$ cat src/rtl/cmd_seq_pkg.sv
// Shared types and encodings for the command sequencer.
package cmd_seq_pkg;

  typedef enum logic [2:0] {
    S_IDLE,
    S_SEND,
    S_WAIT_SNT,
    S_WAIT_RESP,
    S_NEXT,
    S_FIN,
    S_ERR
  } state_t;

  localparam logic [1:0] ERR_NONE = 2'b00;
  localparam logic [1:0] ERR_NAK  = 2'b01;
  localparam logic [1:0] ERR_TMO  = 2'b10;
  localparam logic [1:0] ERR_LEN  = 2'b11;

  localparam logic [7:0] ACK_DEFAULT = 8'hA5;

  localparam int RETRY_MAX = 2;

endpackage

$ cat src/rtl/cmd_seq_tmr.sv
// Response timeout counter; expired fires in the cycle whose clock edge makes the count reach limit.
module seq_tmr #(
  parameter int W = 24
) (
  input  logic         clk,
  input  logic         clear,
  input  logic         enable,
  input  logic [W-1:0] limit,
  output logic         expired
);

  logic [W-1:0] cnt;

  // Saturates so a huge limit can never alias back to a small count.
  always_ff @(posedge clk) begin
    if (clear)                      cnt <= '0;
    else if (enable && cnt != '1)   cnt <= cnt + 1'b1;
  end

  assign expired = enable && (({1'b0, cnt} + 1'b1) >= {1'b0, limit});

endmodule

$ cat src/rtl/cmd_seq.sv
// Scripted UART command sequencer: sends stored commands, optionally waits for ACK per step.
// Define CMD_SEQ_RETRY_EN to retry a timed-out step up to twice before failing.
module cmd_seq
  import cmd_seq_pkg::*;
#(
  parameter int         DEPTH = 8,
  parameter int         TMO_W = 24,
  parameter logic [7:0] ACK   = ACK_DEFAULT,
  localparam int        AW    = $clog2(DEPTH),
  localparam int        LW    = AW + 1
) (
  input  logic             clk,
  input  logic             rst,
  input  logic             wr_en,
  input  logic [AW-1:0]    wr_addr,
  input  logic [15:0]      wr_cmd,
  input  logic             wr_wait,
  input  logic             start,
  input  logic [LW-1:0]    len,
  input  logic [TMO_W-1:0] tmo_lim,
  output logic [15:0]      cmd,
  output logic             snd_cmd,
  input  logic             cmd_snt,
  input  logic             resp_rdy,
  input  logic [7:0]       resp,
  output logic             clr_resp_rdy,
  output logic             busy,
  output logic             done,
  output logic             err,
  output logic [1:0]       err_code,
  output logic [AW-1:0]    step
);

  state_t           state;
  logic [15:0]      cmd_mem [DEPTH];
  logic [DEPTH-1:0] wait_mem;
  logic [LW-1:0]    len_q;
  logic             wait_q;
  logic             len_ok, last_step;
  logic             tmr_clr, tmr_en, tmr_exp;
`ifdef CMD_SEQ_RETRY_EN
  logic [1:0]       retry_cnt;
`endif

  // Script storage is deliberately not reset.
  always_ff @(posedge clk) begin
    if (wr_en) begin
      cmd_mem[wr_addr]  <= wr_cmd;
      wait_mem[wr_addr] <= wr_wait;
    end
  end

  assign len_ok    = (len != '0) && (len <= LW'(DEPTH));
  assign last_step = ({1'b0, step} == (len_q - 1'b1));
  assign busy      = (state != S_IDLE) && (state != S_ERR);
  assign tmr_clr   = rst || (state == S_WAIT_SNT && cmd_snt && wait_q);
  assign tmr_en    = (state == S_WAIT_RESP);

  seq_tmr #(.W(TMO_W)) u_tmr (
    .clk     (clk),
    .clear   (tmr_clr),
    .enable  (tmr_en),
    .limit   (tmo_lim),
    .expired (tmr_exp)
  );

  always_ff @(posedge clk) begin
    if (rst) begin
      state        <= S_IDLE;
      step         <= '0;
      cmd          <= 16'h0000;
      snd_cmd      <= 1'b0;
      clr_resp_rdy <= 1'b0;
      done         <= 1'b0;
      err          <= 1'b0;
      err_code     <= ERR_NONE;
      len_q        <= '0;
      wait_q       <= 1'b0;
`ifdef CMD_SEQ_RETRY_EN
      retry_cnt    <= '0;
`endif
    end else begin
      snd_cmd      <= 1'b0;
      clr_resp_rdy <= 1'b0;
      done         <= 1'b0;
      unique case (state)
        S_IDLE, S_ERR: begin
          if (start) begin
            err      <= 1'b0;
            err_code <= ERR_NONE;
            step     <= '0;
            len_q    <= len;
`ifdef CMD_SEQ_RETRY_EN
            retry_cnt <= '0;
`endif
            if (len_ok) begin
              state <= S_SEND;
            end else begin
              state    <= S_ERR;
              err      <= 1'b1;
              err_code <= ERR_LEN;
            end
          end
        end
        // Entry is read here so a rewrite of the running step lands on its next send.
        S_SEND: begin
          cmd     <= cmd_mem[step];
          wait_q  <= wait_mem[step];
          snd_cmd <= 1'b1;
          state   <= S_WAIT_SNT;
        end
        S_WAIT_SNT: begin
          if (cmd_snt) state <= wait_q ? S_WAIT_RESP : S_NEXT;
        end
        S_WAIT_RESP: begin
          if (resp_rdy) begin
            clr_resp_rdy <= 1'b1;
            if (resp == ACK) begin
              state <= S_NEXT;
            end else begin
              state    <= S_ERR;
              err      <= 1'b1;
              err_code <= ERR_NAK;
            end
          end else if (tmr_exp) begin
`ifdef CMD_SEQ_RETRY_EN
            if (retry_cnt < 2'(RETRY_MAX)) begin
              retry_cnt <= retry_cnt + 1'b1;
              state     <= S_SEND;
            end else begin
              state    <= S_ERR;
              err      <= 1'b1;
              err_code <= ERR_TMO;
            end
`else
            state    <= S_ERR;
            err      <= 1'b1;
            err_code <= ERR_TMO;
`endif
          end
        end
        S_NEXT: begin
`ifdef CMD_SEQ_RETRY_EN
          retry_cnt <= '0;
`endif
          if (last_step) begin
            state <= S_FIN;
            done  <= 1'b1;
          end else begin
            step  <= step + 1'b1;
            state <= S_SEND;
          end
        end
        S_FIN:   state <= S_IDLE;
        default: state <= S_IDLE;
      endcase
    end
  end

endmodule

$ cat config.mk
export PLATFORM = sky130hd
export DESIGN_NAME = cmd_seq
export DESIGN_NICKNAME = d
export VERILOG_FILES = /design/src/rtl/cmd_seq_pkg.sv /design/src/rtl/cmd_seq_tmr.sv /design/src/rtl/cmd_seq.sv
export SDC_FILE = /design/constraint.sdc
export NUM_CORES = 1
export LEC_CHECK = 0
export ABC_AREA = 1
export BUFFER_PORTS_ARGS = -buffer_cell sky130_fd_sc_hd__buf_2
export CORE_MARGIN = 5
export CORE_UTILIZATION = 41
export CTS_CLUSTER_SIZE = 14
export DETAILED_ROUTE_END_ITERATION = 6
export HOLD_SLACK_MARGIN = 0.05
export PLACE_DENSITY_LB_ADDON = 0.12
export SLEW_MARGIN = 20
export SYNTH_ARGS = -nofsm -noshare
export SYNTH_HDL_FRONTEND = slang
export SYNTH_SLANG_ARGS = --single-unit
$ cat constraint.sdc
create_clock -name clk -period 5.2 [get_ports clk]
set_input_delay 1.56 -clock clk [delete_from_list [all_inputs] [get_ports clk]]
set_output_delay 1.56 -clock clk [all_outputs]
set_load 0.01 [all_outputs]
# Yosys cells after proc, flatten, opt, wreduce, memory -nomap -nowiden

Memories as Yosys holds them, arrays and structs flattened. A register that Yosys moved wholly into a read port is not among the register bits.
Index checks and enable logic that the tools add are counted.

Mux-type cells: 34
Add/sub/neg operators: 4
Bitwise operators: 2
Reduce and logical (&&, ||, !) cells: 20
Eq/ne operators: 14
$lt $le $gt $ge: 5

Operator list:

| kind                                                | count |
|---|---|
| 2-to-1 mux 3 bit                                    | 9 |
| adder 24 x 1 -> 25 bit (second input constant)      | 1 |
| >= comparator 25 x 24 -> 1 bit                      | 1 |
| adder 24 x 1 -> 24 bit (second input constant)      | 1 |
| inequality test 24 bit (second input constant)      | 1 |
| one-hot mux 3 bit (5 select lines)                  | 1 |
| 2-to-1 mux 1 bit                                    | 12 |
| 2-to-1 mux 2 bit                                    | 6 |
| inequality test 3 bit (second input constant)       | 3 |
| bitwise mux 8 bit                                   | 1 |
| == test 8 bit (second input constant)               | 1 |
| < comparator 3 x 4 -> 1 bit (second input constant) | 2 |
| logical AND 1 bit                                   | 7 |
| == test 3 x 2 -> 1 bit (second input constant)      | 2 |
| == test 3 bit (second input constant)               | 2 |
| inequality test 2 bit (second input constant)       | 3 |
| one-hot mux 3 bit (2 select lines)                  | 1 |
| AND reduction 3 bit                                 | 2 |
| OR reduction 2 bit                                  | 3 |
| == test 3 x 4 -> 1 bit                              | 1 |
| <= comparator 4 bit (second input constant)         | 1 |
| one-hot mux 2 bit (2 select lines)                  | 1 |
| AND reduction 4 bit                                 | 1 |
| nonzero test 2 bit                                  | 2 |
| 13 further kinds                                    | 14 |

Flip-flop bits (word level): 49
RAM bits: 128
Memories: 1
Output and inout port bits: 26
Bits of input ports: 62

Memories:

| name    | words | width | read ports | clocked after memory_dff | write ports | RTL line      | text |
|---|---|---|---|---|---|---|---|
| cmd_mem | 8     | 16    | 1          | 1                        | 1           | cmd_seq.sv:35 | `logic [15:0] cmd_mem [DEPTH];` |

# Depth between registers and ports, before layout

Depth in word-level cells: 6
Depth in mapped cells: 23
Gate-level depth less buffers: 23

# Hierarchy

A second synthesis with hierarchy kept.

Cell total of the unflattened synthesis: 951
Area, all modules: 9031.2 um^2

Modules (own cells, without submodules):

| module  | area an instance (um^2) | times used | cells an instance |
|---|---|---|---|
| cmd_seq | 6855.3                  | 1          | 607 |
| seq_tmr | 2175.8                  | 1          | 344 |

# Worst setup path after synthesis

No wires, ideal clock.

Path type: input-to-reg
Start: input port tmo_lim[16]
End: register err
Cell stages on the path: 13
Setup time: 0.135 ns
Arrival time: 2.711 ns
Setup slack: 2.354 ns
Path through: inv_1 > ha_1 > nand2_1 > nor2_1 > nand2_1 > nor2_1 > nand2_1 > nor2_1 > nand2_1 > nand2_4 > nand3_2 > nand2_1 > a21oi_2

Longest elaborated chain between the ends: 4

RTL lines:

| element                                | RTL line          | text |
|---|---|---|
| start: declaration                     | cmd_seq.sv:20     | `input logic [TMO_W-1:0] tmo_lim,` |
| >= comparator 25 x 24 -> 1 bit         | cmd_seq_tmr.sv:20 | `assign expired = enable && (({1'b0, cnt} + 1'b1) >= {1'b0, limit});` |
| logical AND 1 bit                      | cmd_seq_tmr.sv:20 |  |
| inequality test 3 bit (no source line) | --                |  |
| AND reduction 4 bit (no source line)   | --                |  |
| end signal: assignment                 | cmd_seq.sv:75     | `err <= 1'b0;` |
| end signal: assignment                 | cmd_seq.sv:89     | `err <= 1'b0;` |
| end signal: assignment                 | cmd_seq.sv:100    | `err <= 1'b1;` |
| end: declaration                       | cmd_seq.sv:29     | `output logic err,` |

Every way passes these cells.
A chain may end at the register's enable or synchronous reset.

# Worst setup path in the final report

Start: register u_tmr.cnt[0]
End: register err_code[0]

Longest elaborated chain between the ends: 5

RTL lines:

| element                                | RTL line          | text |
|---|---|---|
| start: declaration                     | cmd_seq_tmr.sv:12 | `logic [W-1:0] cnt;` |
| start signal: assignment               | cmd_seq_tmr.sv:17 | `else if (enable && cnt != '1) cnt <= cnt + 1'b1;` |
| adder 24 x 1 -> 25 bit                 | cmd_seq_tmr.sv:20 |  |
| >= comparator 25 x 24 -> 1 bit         | cmd_seq_tmr.sv:20 |  |
| logical AND 1 bit                      | cmd_seq_tmr.sv:20 |  |
| inequality test 3 bit (no source line) | --                |  |
| AND reduction 4 bit (no source line)   | --                |  |
| end signal: assignment                 | cmd_seq.sv:76     | `err_code <= ERR_NONE;` |
| end signal: assignment                 | cmd_seq.sv:90     | `err_code <= ERR_NONE;` |
| end signal: assignment                 | cmd_seq.sv:101    | `err_code <= ERR_LEN;` |
| end: declaration                       | cmd_seq.sv:30     | `output logic [1:0] err_code,` |

Every way passes these cells.

==> results.sh <==
export IMPL_most_common_flop_cell_mapped_by_yosys="sky130_fd_sc_hd__edfxtp_1"
export IMPL_hpwl_mm=12.8
export IMPL_post_synth_inst_count=852
export IMPL_timing_worst_setup_path_type="register to register"
export IMPL_gp_routability_congestion=0.791
export IMPL_timing_max_slew_rel_slack=0.389
export IMPL_final_min_clock_period_ns=3.21
export IMPL_worst_setup_path_end_kind="register"
export IMPL_final_min_period_over_clock_period=0.617
export IMPL_die_height_um=157
export IMPL_worst_endpoint_arrival_ns=3.50
export IMPL_transition_time_of_the_tightest_slew_check_pin_ns=0.914
export IMPL_ctsHoldBuffers=0
export IMPL_synth_area_per_cell_sq_um=10.4
export IMPL_detail_route_wirelength_mm=20.0
export IMPL_largest_net_degree_at_the_start_of_global_routing=72
export IMPL_global_route_peak_usage_layer="met2"
export IMPL_hold_viol=0
export IMPL_synthToLayoutAreaGrowth_pct=14.9
export IMPL_placeableCoreArea_sq_um=21100
export IMPL_pin_count=88
export IMPL_post_cts_resized=0
export IMPL_ys_seq_elements=193
export IMPL_required_ns=5.50
export IMPL_cts_path_max_buffers=2
export IMPL_timing_max_cap_violations=0
export IMPL_root_buffer="sky130_fd_sc_hd__clkbuf_16"
export IMPL_met2_grt_util=0.291
export IMPL_cts_buffers_inserted=17
export IMPL_initial_utilization=0.419
export IMPL_synth_cell_type_count=42
export IMPL_synth_seq_area_share=0.592
export IMPL_pwr_density_cell_nw_per_um2=386
export IMPL_antenna_left=0
export IMPL_setup_violations=0
export IMPL_maxClockFrequency_ghz=0.312
export IMPL_final_fill_count=2006
export IMPL_finished_cell_area_sq_um=10100
export IMPL_timing_max_transition_violations_final=0
export IMPL_post_drt_via_cell_ratio=5.04
export IMPL_async_flop_share=0
export IMPL_synthesis_area_sq_um=8830
export IMPL_htree_levels=4
export IMPL_drt_drc_violations_left=0
export IMPL_ir_drop_worst_vdd_mv=0.282
export IMPL_cts_sinks=193
export IMPL_hold_class="register to register"
export IMPL_grt_ovfl_total=0
export IMPL_cts_clk_slew_worst_paths_ns=0.08
export IMPL_gr_usage_met3=0.0440
export IMPL_globalRouteMet1Util=0.215
export IMPL_wire_per_inst_um=16.3
export IMPL_synthesis_yosys_warnings=0
export IMPL_drive_gt1_frac=0.188
export IMPL_drt_first_pass_iters=4
export IMPL_mappedNetlistNets=941
export IMPL_cp_max_fo=9
export IMPL_first_global_vias=6121
export IMPL_global_route_wire_length_before_repair_mm=32.3
export IMPL_result_of_the_run="completed"
export IMPL_die_width_um=157
export IMPL_number_of_antenna_violations_at_the_first_check_in_global_routing=1
export IMPL_design_die_area_sq_um=24600
export IMPL_clock_insertion_delay_worst_skew_ns=0.44
export IMPL_clock_skew_ns=0.0167
export IMPL_post_cts_buffers=0
export IMPL_detailroute_via_count=6159
export IMPL_gr_usage_all_layers=0.169
export IMPL_initialDrtViolationCount=288
export IMPL_leakagePower_nw=3.98
export IMPL_synth_enable_flop_cells=136
export IMPL_tritoncts="yes"
export IMPL_setup_repair_after_global_routing_missed_its_margin="false"
export IMPL_dpl_instance_area_sq_um=9540
export IMPL_core_rowCount=53
export IMPL_final_net_count=1022
export IMPL_tns_ns=0
export IMPL_crit_path_start_kind="register"
export IMPL_place_port_buffers=87
## metal layers
layer	vias to the layer above	share of wire
li1	3135	-
met2	110	0.50
met1	2893	0.44
met3	19	0.052
met5	-	0.00035
met4	2	0.010
## through the flow
stage                     total power, mW  worst slack [ns]   util  hold WS [ns]  instances
after floorplan                      2.40              2.35      -         0.448        852
after global placement               2.63              1.97  0.452         0.458       1189
after detailed placement             2.64              1.96  0.452         0.456       1189
after CTS                            3.97              1.97  0.481         0.468       1221
after global routing                 4.14              1.68  0.481         0.482       1221
final                                3.92              1.99  0.481         0.465       1222
## layout make-up
type,instances,area [sq um],area share
antenna,1,2.50,0.000247
clock buffer,17,425,0.0419
clock inverter,15,185,0.0182
inverter,86,323,0.0318
multi-input combinational,536,3120,0.307
sequential,193,5230,0.515
tap,275,344,0.0339
timing repair buffer,99,526,0.0518
## flip-flops by register name (all words and copies together) (netlist names), 2 cells and up
register / flops
cmd_mem: 128
u_tmr.cnt: 24
cmd: 16
wait_mem: 8
len_q: 4
state: 3
step: 3
err_code: 2
## placed cells by master, fill, tap and decap left out, drive strengths merged, types with 9 or more instances in the layout
cell    count
buf        99
nand4       9
edfxtp    136
nor2      123
o21ai      65
o211ai      9
inv        94
nand2     116
a21oi      50
dfxtp      57
o32ai       9
mux2i      25
o221ai     25
ha         27
nor3        9
nand3      30
xor2       16
clkbuf     17
## cells by family after synthesis
| kind of cell | count (synthesis) | share of synthesized area |
|---|---|---|
| mux | 25 | 0.0283 |
| xor+xnor | 22 | 0.0218 |
| flops | 193 | 0.592 |
| buf+inv | 123 | 0.0577 |
| fa+ha+maj | 27 | 0.0383 |
| compound gates | 165 | 0.116 |
| simple gates | 297 | 0.146 |
## cells in the mapped netlist, types with 7 or more instances
cell type / number / area [sq um]
sky130_fd_sc_hd__ha_1: 27 / 338
sky130_fd_sc_hd__nor3_1: 7 / 35.0
sky130_fd_sc_hd__nand2_1: 109 / 409
sky130_fd_sc_hd__nand3_1: 28 / 140
sky130_fd_sc_hd__o211ai_1: 9 / 67.6
sky130_fd_sc_hd__a21oi_1: 44 / 220
sky130_fd_sc_hd__nand4_1: 9 / 56.3
sky130_fd_sc_hd__o21ai_0: 57 / 285
sky130_fd_sc_hd__clkbuf_1: 19 / 71.3
sky130_fd_sc_hd__xor2_1: 16 / 140
sky130_fd_sc_hd__inv_2: 8 / 30.0
sky130_fd_sc_hd__o221ai_1: 25 / 219
sky130_fd_sc_hd__buf_2: 11 / 55.1
sky130_fd_sc_hd__inv_1: 78 / 293
sky130_fd_sc_hd__nor2_1: 116 / 435
sky130_fd_sc_hd__mux2i_1: 25 / 250
sky130_fd_sc_hd__edfxtp_1: 136 / 4080
sky130_fd_sc_hd__dfxtp_1: 57 / 1140
sky130_fd_sc_hd__o32ai_1: 9 / 78.8
## power by group
group          internal, mW  switching (mW)  total, mW
registers              1.76          0.0741       1.83
clock network         0.693           0.635       1.33
logic                 0.277           0.482      0.759
## final timing paths
check | from | end | slack (ns) | depth (start not counted)
setup / recovery | u_tmr.cnt[0] | err_code[0] | 1.99 | 20
hold / removal | cmd[4] | cmd[4] | 0.46 | 2
hold reg to reg | cmd[4] | cmd[4] | 0.46 | 2
setup reg to reg | u_tmr.cnt[0] | err_code[0] | 1.99 | 20
## critical path: stages (launching register included)
cell	delay, ns
sky130_fd_sc_hd__dfxtp_1	0.41
sky130_fd_sc_hd__ha_1	0.23
sky130_fd_sc_hd__nand2_2	0.09
sky130_fd_sc_hd__nor2_4	0.13
sky130_fd_sc_hd__nand2_4	0.10
sky130_fd_sc_hd__nor3_2	0.19
sky130_fd_sc_hd__nand3_1	0.15
sky130_fd_sc_hd__nor2_1	0.14
sky130_fd_sc_hd__xor2_1	0.19
sky130_fd_sc_hd__inv_1	0.10
sky130_fd_sc_hd__ha_1	0.30
sky130_fd_sc_hd__nand2_1	0.09
sky130_fd_sc_hd__nor2_1	0.15
sky130_fd_sc_hd__and3_1	0.18
sky130_fd_sc_hd__nand2_1	0.06
sky130_fd_sc_hd__nor2_1	0.10
sky130_fd_sc_hd__nand2_1	0.09
sky130_fd_sc_hd__nand2_4	0.12
sky130_fd_sc_hd__nand3_2	0.10
sky130_fd_sc_hd__nand2_1	0.10
sky130_fd_sc_hd__a21oi_2	0.05
No activity file was read; power rests on OpenSTA's default activity.
